--- config.mk ---
export PLATFORM = sky130hd
export DESIGN_NAME = layer_stream_serializer
export DESIGN_NICKNAME = d
export VERILOG_FILES = /design/src/rtl/layer_stream_serializer_pkg.sv /design/src/rtl/layer_vec_buf.sv /design/src/rtl/layer_stream_serializer.sv
export SDC_FILE = /design/constraint.sdc
export NUM_CORES = 1
export LEC_CHECK = 0
export ABC_AREA = 1
export BUFFER_PORTS_ARGS = -buffer_cell sky130_fd_sc_hd__buf_2
export CELL_PAD_IN_SITES_DETAIL_PLACEMENT = 0
export CELL_PAD_IN_SITES_GLOBAL_PLACEMENT = 1
export CORE_UTILIZATION = 32
export DETAILED_ROUTE_END_ITERATION = 12
export GPL_TIMING_DRIVEN = 0
export PLACE_DENSITY_LB_ADDON = 0.1
export SETUP_SLACK_MARGIN = 0.3
export SLEW_MARGIN = 20
export SYNTH_ARGS = -nofsm -noshare
export SYNTH_HDL_FRONTEND = slang
export SYNTH_HIERARCHICAL = 1
export SYNTH_SLANG_ARGS = --single-unit
--- constraint.sdc ---
create_clock -name clk -period 43.3 [get_ports clk]
set_clock_uncertainty 0.05 [all_clocks]
set_input_delay 2.165 -clock clk [delete_from_list [all_inputs] [get_ports clk]]
set_output_delay 2.165 -clock clk [all_outputs]
set_load 0.005 [all_outputs]
--- src/rtl/layer_stream_serializer_pkg.sv ---
// Shared definitions for the layer stream serializer: FSM state encoding
// and counter width helpers.
package layer_stream_serializer_pkg;

   typedef enum logic [1:0] {
      IDLE   = 2'd0,
      STREAM = 2'd1,
      GAP    = 2'd2
   } stream_state_t;

   // Width of a counter that must hold 0..n-1, never narrower than one bit.
   function automatic int cnt_width(input int n);
      return (n > 1) ? $clog2(n) : 1;
   endfunction

endpackage

--- src/rtl/layer_vec_buf.sv ---
// Two-bank ping-pong vector store: a whole vector is written in one cycle,
// single elements are read back through a registered port.
module layer_vec_buf
   import layer_stream_serializer_pkg::*;
#(
   parameter int numNeurons = 30,
   parameter int dataWidth  = 16,
   parameter int idxWidth   = cnt_width(numNeurons)
) (
   input  logic                            clk,
   input  logic                            rst,
   input  logic                            wr_en,
   input  logic                            wr_sel,
   input  logic [numNeurons*dataWidth-1:0] wr_data,
   input  logic                            rd_en,
   input  logic                            rd_sel,
   input  logic [idxWidth-1:0]             rd_idx,
   output logic [dataWidth-1:0]            rd_data
);

   logic [numNeurons*dataWidth-1:0] bank [2];

   always_ff @(posedge clk) begin
      if (wr_en) begin
         bank[wr_sel] <= wr_data;
      end
   end

   // Read register holds its value between strobes so the output stays steady in gaps.
   always_ff @(posedge clk) begin
      if (rst) begin
         rd_data <= '0;
      end else if (rd_en) begin
         rd_data <= bank[rd_sel][int'(rd_idx)*dataWidth +: dataWidth];
      end
   end

endmodule

--- src/rtl/layer_stream_serializer.sv ---
// Captures a parallel activation vector in one cycle and replays it one element
// per cycle, with a fixed idle gap after every vector.
module layer_stream_serializer
   import layer_stream_serializer_pkg::*;
#(
   parameter int numNeurons     = 30,
   parameter int dataWidth      = 16,
   parameter int interVectorGap = 8
) (
   input  logic                            clk,
   input  logic                            rst,
   input  logic [numNeurons*dataWidth-1:0] x_in,
   input  logic                            x_valid,
   output logic [dataWidth-1:0]            data_out,
   output logic                            data_out_valid,
   output logic                            busy,
   output logic                            overflow
);

   localparam int idxWidth = cnt_width(numNeurons);
   localparam int gapWidth = cnt_width(interVectorGap);
   localparam logic [idxWidth-1:0] lastIdx = idxWidth'(numNeurons - 1);
   localparam logic [gapWidth-1:0] lastGap = gapWidth'(interVectorGap - 1);

   stream_state_t       state;
   logic [idxWidth-1:0] idx;
   logic [idxWidth-1:0] rd_idx;
   logic [gapWidth-1:0] gcnt;
   logic [1:0]          occ;
   logic [1:0]          occ_next;
   logic                wsel;
   logic                rsel;
   logic                release_bank;
   logic                capture;
   logic                load;
   logic                go_idle;
   logic                busy_next;

   // A full buffer still accepts on a release cycle: the last element of the
   // released bank already sits in the read register, so the bank is free.
   always_comb begin
      release_bank = (state == STREAM) && (idx == lastIdx);
      capture      = x_valid && ((occ != 2'd2) || release_bank);

      load = 1'b0;
      case (state)
         IDLE:    load = (occ != 2'd0);
         STREAM:  load = (idx != lastIdx);
         GAP:     load = (gcnt == lastGap) && (occ != 2'd0);
         default: load = 1'b0;
      endcase

      rd_idx = '0;
      if ((state == STREAM) && (idx != lastIdx)) begin
         rd_idx = idx + 1'b1;
      end

      occ_next = occ;
      if (capture && !release_bank) begin
         occ_next = occ + 2'd1;
      end else if (!capture && release_bank) begin
         occ_next = occ - 2'd1;
      end

      go_idle   = ((state == IDLE) && (occ == 2'd0)) ||
                  ((state == GAP) && (gcnt == lastGap) && (occ == 2'd0));
      busy_next = !go_idle || (occ_next != 2'd0);
   end

   always_ff @(posedge clk) begin
      if (rst) begin
         state          <= IDLE;
         idx            <= '0;
         gcnt           <= '0;
         occ            <= 2'd0;
         wsel           <= 1'b0;
         rsel           <= 1'b0;
         overflow       <= 1'b0;
         data_out_valid <= 1'b0;
         busy           <= 1'b0;
      end else begin
         occ            <= occ_next;
         busy           <= busy_next;
         data_out_valid <= load;
         if (capture) begin
            wsel <= ~wsel;
         end
         if (x_valid && !capture) begin
            overflow <= 1'b1;
         end
         if (release_bank) begin
            rsel <= ~rsel;
         end
         case (state)
            IDLE: begin
               if (occ != 2'd0) begin
                  state <= STREAM;
                  idx   <= '0;
               end
            end
            STREAM: begin
               if (idx == lastIdx) begin
                  state <= GAP;
                  idx   <= '0;
                  gcnt  <= '0;
               end else begin
                  idx <= idx + 1'b1;
               end
            end
            GAP: begin
               if (gcnt == lastGap) begin
                  gcnt  <= '0;
                  state <= (occ != 2'd0) ? STREAM : IDLE;
               end else begin
                  gcnt <= gcnt + 1'b1;
               end
            end
            default: state <= IDLE;
         endcase
      end
   end

   layer_vec_buf #(
      .numNeurons (numNeurons),
      .dataWidth  (dataWidth),
      .idxWidth   (idxWidth)
   ) u_buf (
      .clk     (clk),
      .rst     (rst),
      .wr_en   (capture),
      .wr_sel  (wsel),
      .wr_data (x_in),
      .rd_en   (load),
      .rd_sel  (rsel),
      .rd_idx  (rd_idx),
      .rd_data (data_out)
   );

endmodule

==> results of run 1 <==
## where the power goes
group | leakage (nW) | internal (W) | switching (W)
Combinational | 9.21 | 0.0000761 | 0.000177
Clock | 1.67 | 0.000510 | 0.000384
Sequential | 9.23 | 0.00113 | 0.0000164
Total | 20.1 | 0.00172 | 0.000577
## registers in the layout, indices dropped and copies added (netlist names)
name and flops:
u_buf/rd_data 16, wsel 1, state 2, rsel 1, occ 2, idx 5, gcnt 3, u_buf/bank 960
overflow 1, busy 1, data_out_valid 1
## per-layer routing
layer / GRT usage (%) / up-vias / wire length, um
met5: 0 / - / 153
met4: 5.92 / 24 / 3100
met3: 4.48 / 212 / 9530
met2: 39.2 / 853 / 74000
met1: 31.2 / 14087 / 66600
li1: - / 13834 / -
## final cells by class
type / instances / area share [%]
flip-flops and latches: 993 / 59.3
multi-input cells: 2298 / 19.3
repair buffers: 533 / 6.63
clock buffers: 137 / 6.04
well taps: 1650 / 4.15
plain buffers: 205 / 2.03
inverters: 217 / 1.66
clock inverters: 60 / 0.785
diodes: 21 / 0.106
## Yosys cell counts
library cell  count  area [um^2]
nor3_1            1         5.00
inv_4             1         6.26
a21oi_1          54          270
ha_1              6         75.1
nand3_1         494         2470
nor2_1          338         1270
nand2_1        1288         4830
a21oi_4           1         16.3
buf_4            25          188
and3_1            4         25.0
nand4_1           2         12.5
inv_1           213          800
clkinv_1          1         3.75
xor2_1            4         35.0
dfxtp_1          33          661
nand2_4           1         11.3
nor2_4            2         22.5
clkbuf_1         86          323
nand2_2           2         12.5
buf_8             1         15.0
buf_1            26         97.6
buf_2            59          295
o21ai_1           1         5.00
nand3_2           1         10.0
a21oi_2           1         8.76
o21ai_0          96          480
o21a_1            2         15.0
edfxtp_1        960        28800
buf_6             8         90.1
inv_2             2         7.51
## worst paths after layout
check / endpoint / slack, ns / cells after the start / startpoint
min reg2reg: gcnt[0] / 0.42 / 1 / gcnt[0]
max reg2reg: u_buf/rd_data[14] / 39.34 / 16 / idx[1]
min: gcnt[0] / 0.42 / 1 / gcnt[0]
max: u_buf/bank[1][177] / 39.25 / 8 / x_valid
## kinds of logic after synthesis
| kind of cell | Yosys count | synth area share [%] |
|---|---|---|
| fa+ha+maj | 6 | 0.184 |
| simple gates | 2133 | 21.2 |
| compound gates | 155 | 1.95 |
| flops | 993 | 72.1 |
| xor+xnor | 4 | 0.0857 |
| buf+inv | 422 | 4.46 |
## stage by stage
step | util (%) | total power (W)
final | 39.4 | 0.00229
after global routing | 39.4 | 0.00238
after CTS | 39.3 | 0.00232
after detailed placement | 36.7 | 0.00142
after global placement | 36.0 | 0.00148
after floorplan | - | 0.00132
==> flow_summary.yaml, run 1 <==
clocking:
  ctsHoldBuffers: 0
  clk_pin_slew_worst_paths_ns: 0.06
  cts_root_buf: "clkbuf_16"
  cts_inserted_buffers: 113
  postCtsSetupBuffers: 0
  cts.sinks: 993
  cts_resized: 0
  clkLatencyLatePin_ns: 0.71
  cts_max_level: 3
  cts_tree: "built"
  clockBufferDepth: 3
setup_path:
  path_cells: "buf_2 > inv_1 > a21oi_4 > nand2_1 > inv_8 > buf_16 > buf_16 > buf_16"
  end_kind: "flip-flop"
  start_kind: "input port"
  crit_buf_inv: 6
  cp_common_cell: "buf_16"
  crit_required_ns: 43.60
  critPathSlowestCell: "buf_16"
  crit_type: "in -> reg"
  crit_family: "buffers and inverters"
  critPathMaxStageDelay_ns: 0.36
  critPathArrivalTime_ns: 4.35
  cp_max_fo: 75
finish:
  drive_gt1_share_pct: 17.8
  fin_area_mm2: 0.0497
  layout_common_cells: "nand2_1, edfxtp_1, buf_2"
  nNetsFinal: 4850
  multiInputGateArea_mm2: 0.00959
  areaGrowthSynthToFinish_pct: 21.6
  seq_area_mm2: 0.0295
  fillCellCount: 12557
  fin_cells: 6114
  final_common_cell: "nand2_1"
drt:
  drtAntennaViolNets: 0
  viasPerCell: 4.74
  drtPass1Iterations: 5
  vias: 29010
  dr.first_iter.drc_count: 2228
  routedWlPerCell_um: 25.1
  drc: 0
  finalWirelength_mm: 153
sta:
  fin_ws_ns: 39.25
  fin_tns_setup_ns: 0
  finalSetupViolations: 0
  layout_min_cycle_time_ns: 4.05
  max_freq_mhz: 247
  rsz0062_at_grt: "no"
  final_hold_viol_count: 0
  maxSlewViolCount: 0
  slew-limit-headroom_pct: 25.5
  hold_slack_ns: 0.418
  final.period_utilization_pct: 9.36
  worst_slew_pin_slew_ns: 1.12
logic_synthesis:
  ys_types: 30
  ys_seq_area_share_pct: 72.1
  netlist_instances: 3713
  yosys_warnings: 6
  syn_nets: 4202
  syn_avg_cell_area_um2: 11.0
  synth-seq-cells: 993
  syn_area_mm2: 0.0409
die:
  fp.dieArea_mm2: 0.129
  core_area_mm2: 0.126
  die_h_um: 359
  ioPinCount: 502
  rows: 130
  start_util_pct: 32.4
  die_w_um: 359
grt:
  grt_max_degree: 92
  grt_pass1_wl_mm: 212
  grt.total_usage_pct: 23.4
  grt_pass1_vias: 28425
  overflow: 0
  antenna_found_initial: 72
power:
  power.density_mw_per_mm2: 46.1
  leakagePower_nw: 20.1
  vdd_drop_max_mv: 0.0314
outcome:
  status: "completed"
place:
  place_ws_ns: 38.54
  dpl_cell_area_mm2: 0.0463
  portBuffers: 501
  place.gp.congestion: 0.803
  placed_cells: 5896
  place.detailed.hpwl_mm: 114
min_path:
  hp-class: "reg -> reg"
run:
  cap_violations: 0
No activity file was read; power rests on OpenSTA's default activity.
==> run 2: changes to the inputs <==
==> constraint.sdc (replaced) <==
create_clock -name clk -period 3.7 [get_ports clk]
set_clock_uncertainty 0.05 [all_clocks]
set_input_delay 0.185 -clock clk [delete_from_list [all_inputs] [get_ports clk]]
set_output_delay 0.185 -clock clk [all_outputs]
set_load 0.005 [all_outputs]
==> run 2 against run 1 <==
  * Sequential share of layout area is 5.8 points lower
  * Critical path type is now reg -> reg
  * Largest power group unchanged
  * Count of clock-buffer cells in the layout is 5 higher
  * Critical path depth is 8 higher
  * Sequential power grew to 12 times the previous value
  * Routed wire length is 2.6% higher
  * Final area is 11% higher
  * Critical endpoint is now u_buf/rd_data[14]
  * First-iteration DRC count is 6.6% higher
  * Worst hold slack worse by 0.28 ns
  * Register-to-register slack worse by 39 ns
==> flow_summary.yaml, run 2 (synthesis results as in run 1) <==
sta:
  worst_slew_pin_slew_ns: 1.16
  rsz0062_at_grt: "yes"
  final.period_utilization_pct: 88.7
  final_hold_viol_count: 0
  slew-limit-headroom_pct: 22.6
  max_freq_mhz: 305
  finalSetupViolations: 0
  layout_min_cycle_time_ns: 3.28
  maxSlewViolCount: 0
  fin_ws_ns: 0.419
setup_path:
  crit_end: "u_buf/rd_data[14]"
  worstReg2RegStart: "idx[1]"
  start_kind: "flip-flop"
  crit_start: "idx[1]"
  reg2reg_to: "u_buf/rd_data[14]"
  reg2reg_slack_ns: 0.42
  critPathArrivalTime_ns: 3.83
  cp_max_fo: 10
  worstRegToRegCells: 16
  crit_required_ns: 4.25
  end_kind: "flip-flop"
  crit_type: "reg -> reg"
grt:
  overflow: 0
  antenna_found_initial: 30
  grt_max_degree: 30
  grt_pass1_vias: 30262
  grt.total_usage_pct: 24.1
  grt_pass1_wl_mm: 220
drt:
  finalWirelength_mm: 157
  drtAntennaViolNets: 0
  viasPerCell: 4.66
  vias: 30775
  drtPass1Iterations: 5
  routedWlPerCell_um: 23.8
  drc: 0
  dr.first_iter.drc_count: 2376
finish:
  top_regs: "u_buf/bank x960, u_buf/rd_data x16, idx x5"
  drive_gt1_share_pct: 17.3
  top_register: "u_buf/bank"
  layout_common_cells: "nand2_1, edfxtp_1, buf_2"
  largest_reg_flops: 960
  final_common_cell: "nand2_1"
  areaGrowthSynthToFinish_pct: 34.7
  final_util_pct: 43.6
  nNetsFinal: 5352
clocking:
  cts_root_buf: "clkbuf_16"
  cts_max_level: 3
  clkLatencyLatePin_ns: 0.72
  cts.sinks: 993
  clockBufferDepth: 3
  clk_pin_slew_worst_paths_ns: 0.06
  cts_tree: "built"
  cts_inserted_buffers: 113
die:
  core_area_mm2: 0.126
  fp.dieArea_mm2: 0.129
  start_util_pct: 32.4
  rows: 130
  die_w_um: 359
  die_h_um: 359
  ioPinCount: 502
place:
  place.gp.congestion: 0.814
  place_ws_ns: -0.143
  place.detailed.hpwl_mm: 116
  portBuffers: 501
min_path:
  holdPathStages: 2
  hp-class: "in -> reg"
outcome:
  status: "completed"
run:
  cap_violations: 0
power:
  vdd_drop_max_mv: 0.373
  power.density_mw_per_mm2: 499
  leakagePower_nw: 22.4
==> run 2: how the worst min path moves through the flow <==
stage,to,from
3_5_place_dp,u_buf/bank[0][93],x_in[93]
5_1_grt,u_buf/bank[1][93],x_in[93]
2_1_floorplan,u_buf/bank[0][0],x_in[0]
3_3_place_gp,u_buf/bank[0][78],x_in[78]
4_1_cts,u_buf/bank[1][129],x_in[129]
6_report,u_buf/bank[0][125],x_in[125]
==> run 2: final cells by class <==
type                       instances  area [um^2]
antenna                           13         32.5
inverter                         217          826
sequential                       993        29500
fill                           12078        71100
tap                             1650         2060
clock inverter                    58          480
clock buffer                     142         2960
multi-input combinational       2298         9620
timing repair buffer            1035         8480
buffer                           205         1130
==> run 2: repair_timing <==
item                                    4_1_cts  5_1_grt
hold endpoints to repair                    971        0
endpoints found under the setup margin       16       45
buffers inserted                              0        3
hold buffers                                483        0
cloned                                        0        0
resized for setup                            36       56
==> run 2: worst max-delay path, stage by stage (launching register included) <==
cell and delay [ns]:
dfxtp_2 0.36, inv_2 0.06, ha_4 0.15, nand2_2 0.07, nor2_4 0.05, inv_1 0.06, nand2_2 0.11, nor2_1 0.16
clkbuf_1 0.65, clkbuf_2 0.53, nand2_1 0.14, nor2_2 0.28, nand2_1 0.18, nand3_1 0.11, nand3_1 0.07, nand2_1 0.08
inv_1 0.03
==> run 2: per-layer routing <==
metal / vias to the layer above / wire length [um] / global-route usage, %
met3: 186 / 8000 / 3.87
met5: - / 157 / 0
li1: 14829 / - / -
met4: 24 / 3020 / 4.86
met1: 14921 / 68700 / 32.1
met2: 815 / 77600 / 41.4
==> run 2: where the power goes <==
group | internal (W) | switching [W]
clock | 0.00609 | 0.00451
combinational | 0.00130 | 0.00217
sequential | 0.0132 | 0.000199
==> run 2: per-stage QoR <==
step / cells / TNS (ns) / area [um^2] / power (W) / hold WS, ns
after floorplan: 3713 / -4680.34 / 40900 / 0.0152 / 0.234
after global placement: 5864 / -9940.56 / 45500 / 0.0168 / 0.324
after detailed placement: 5912 / -0.674 / 46600 / 0.0167 / 0.326
after CTS: 6595 / 0 / 55000 / 0.0277 / 0.0836
after global routing: 6603 / 0 / 55100 / 0.0285 / 0.113
final: 6611 / 0 / 55100 / 0.0275 / 0.143
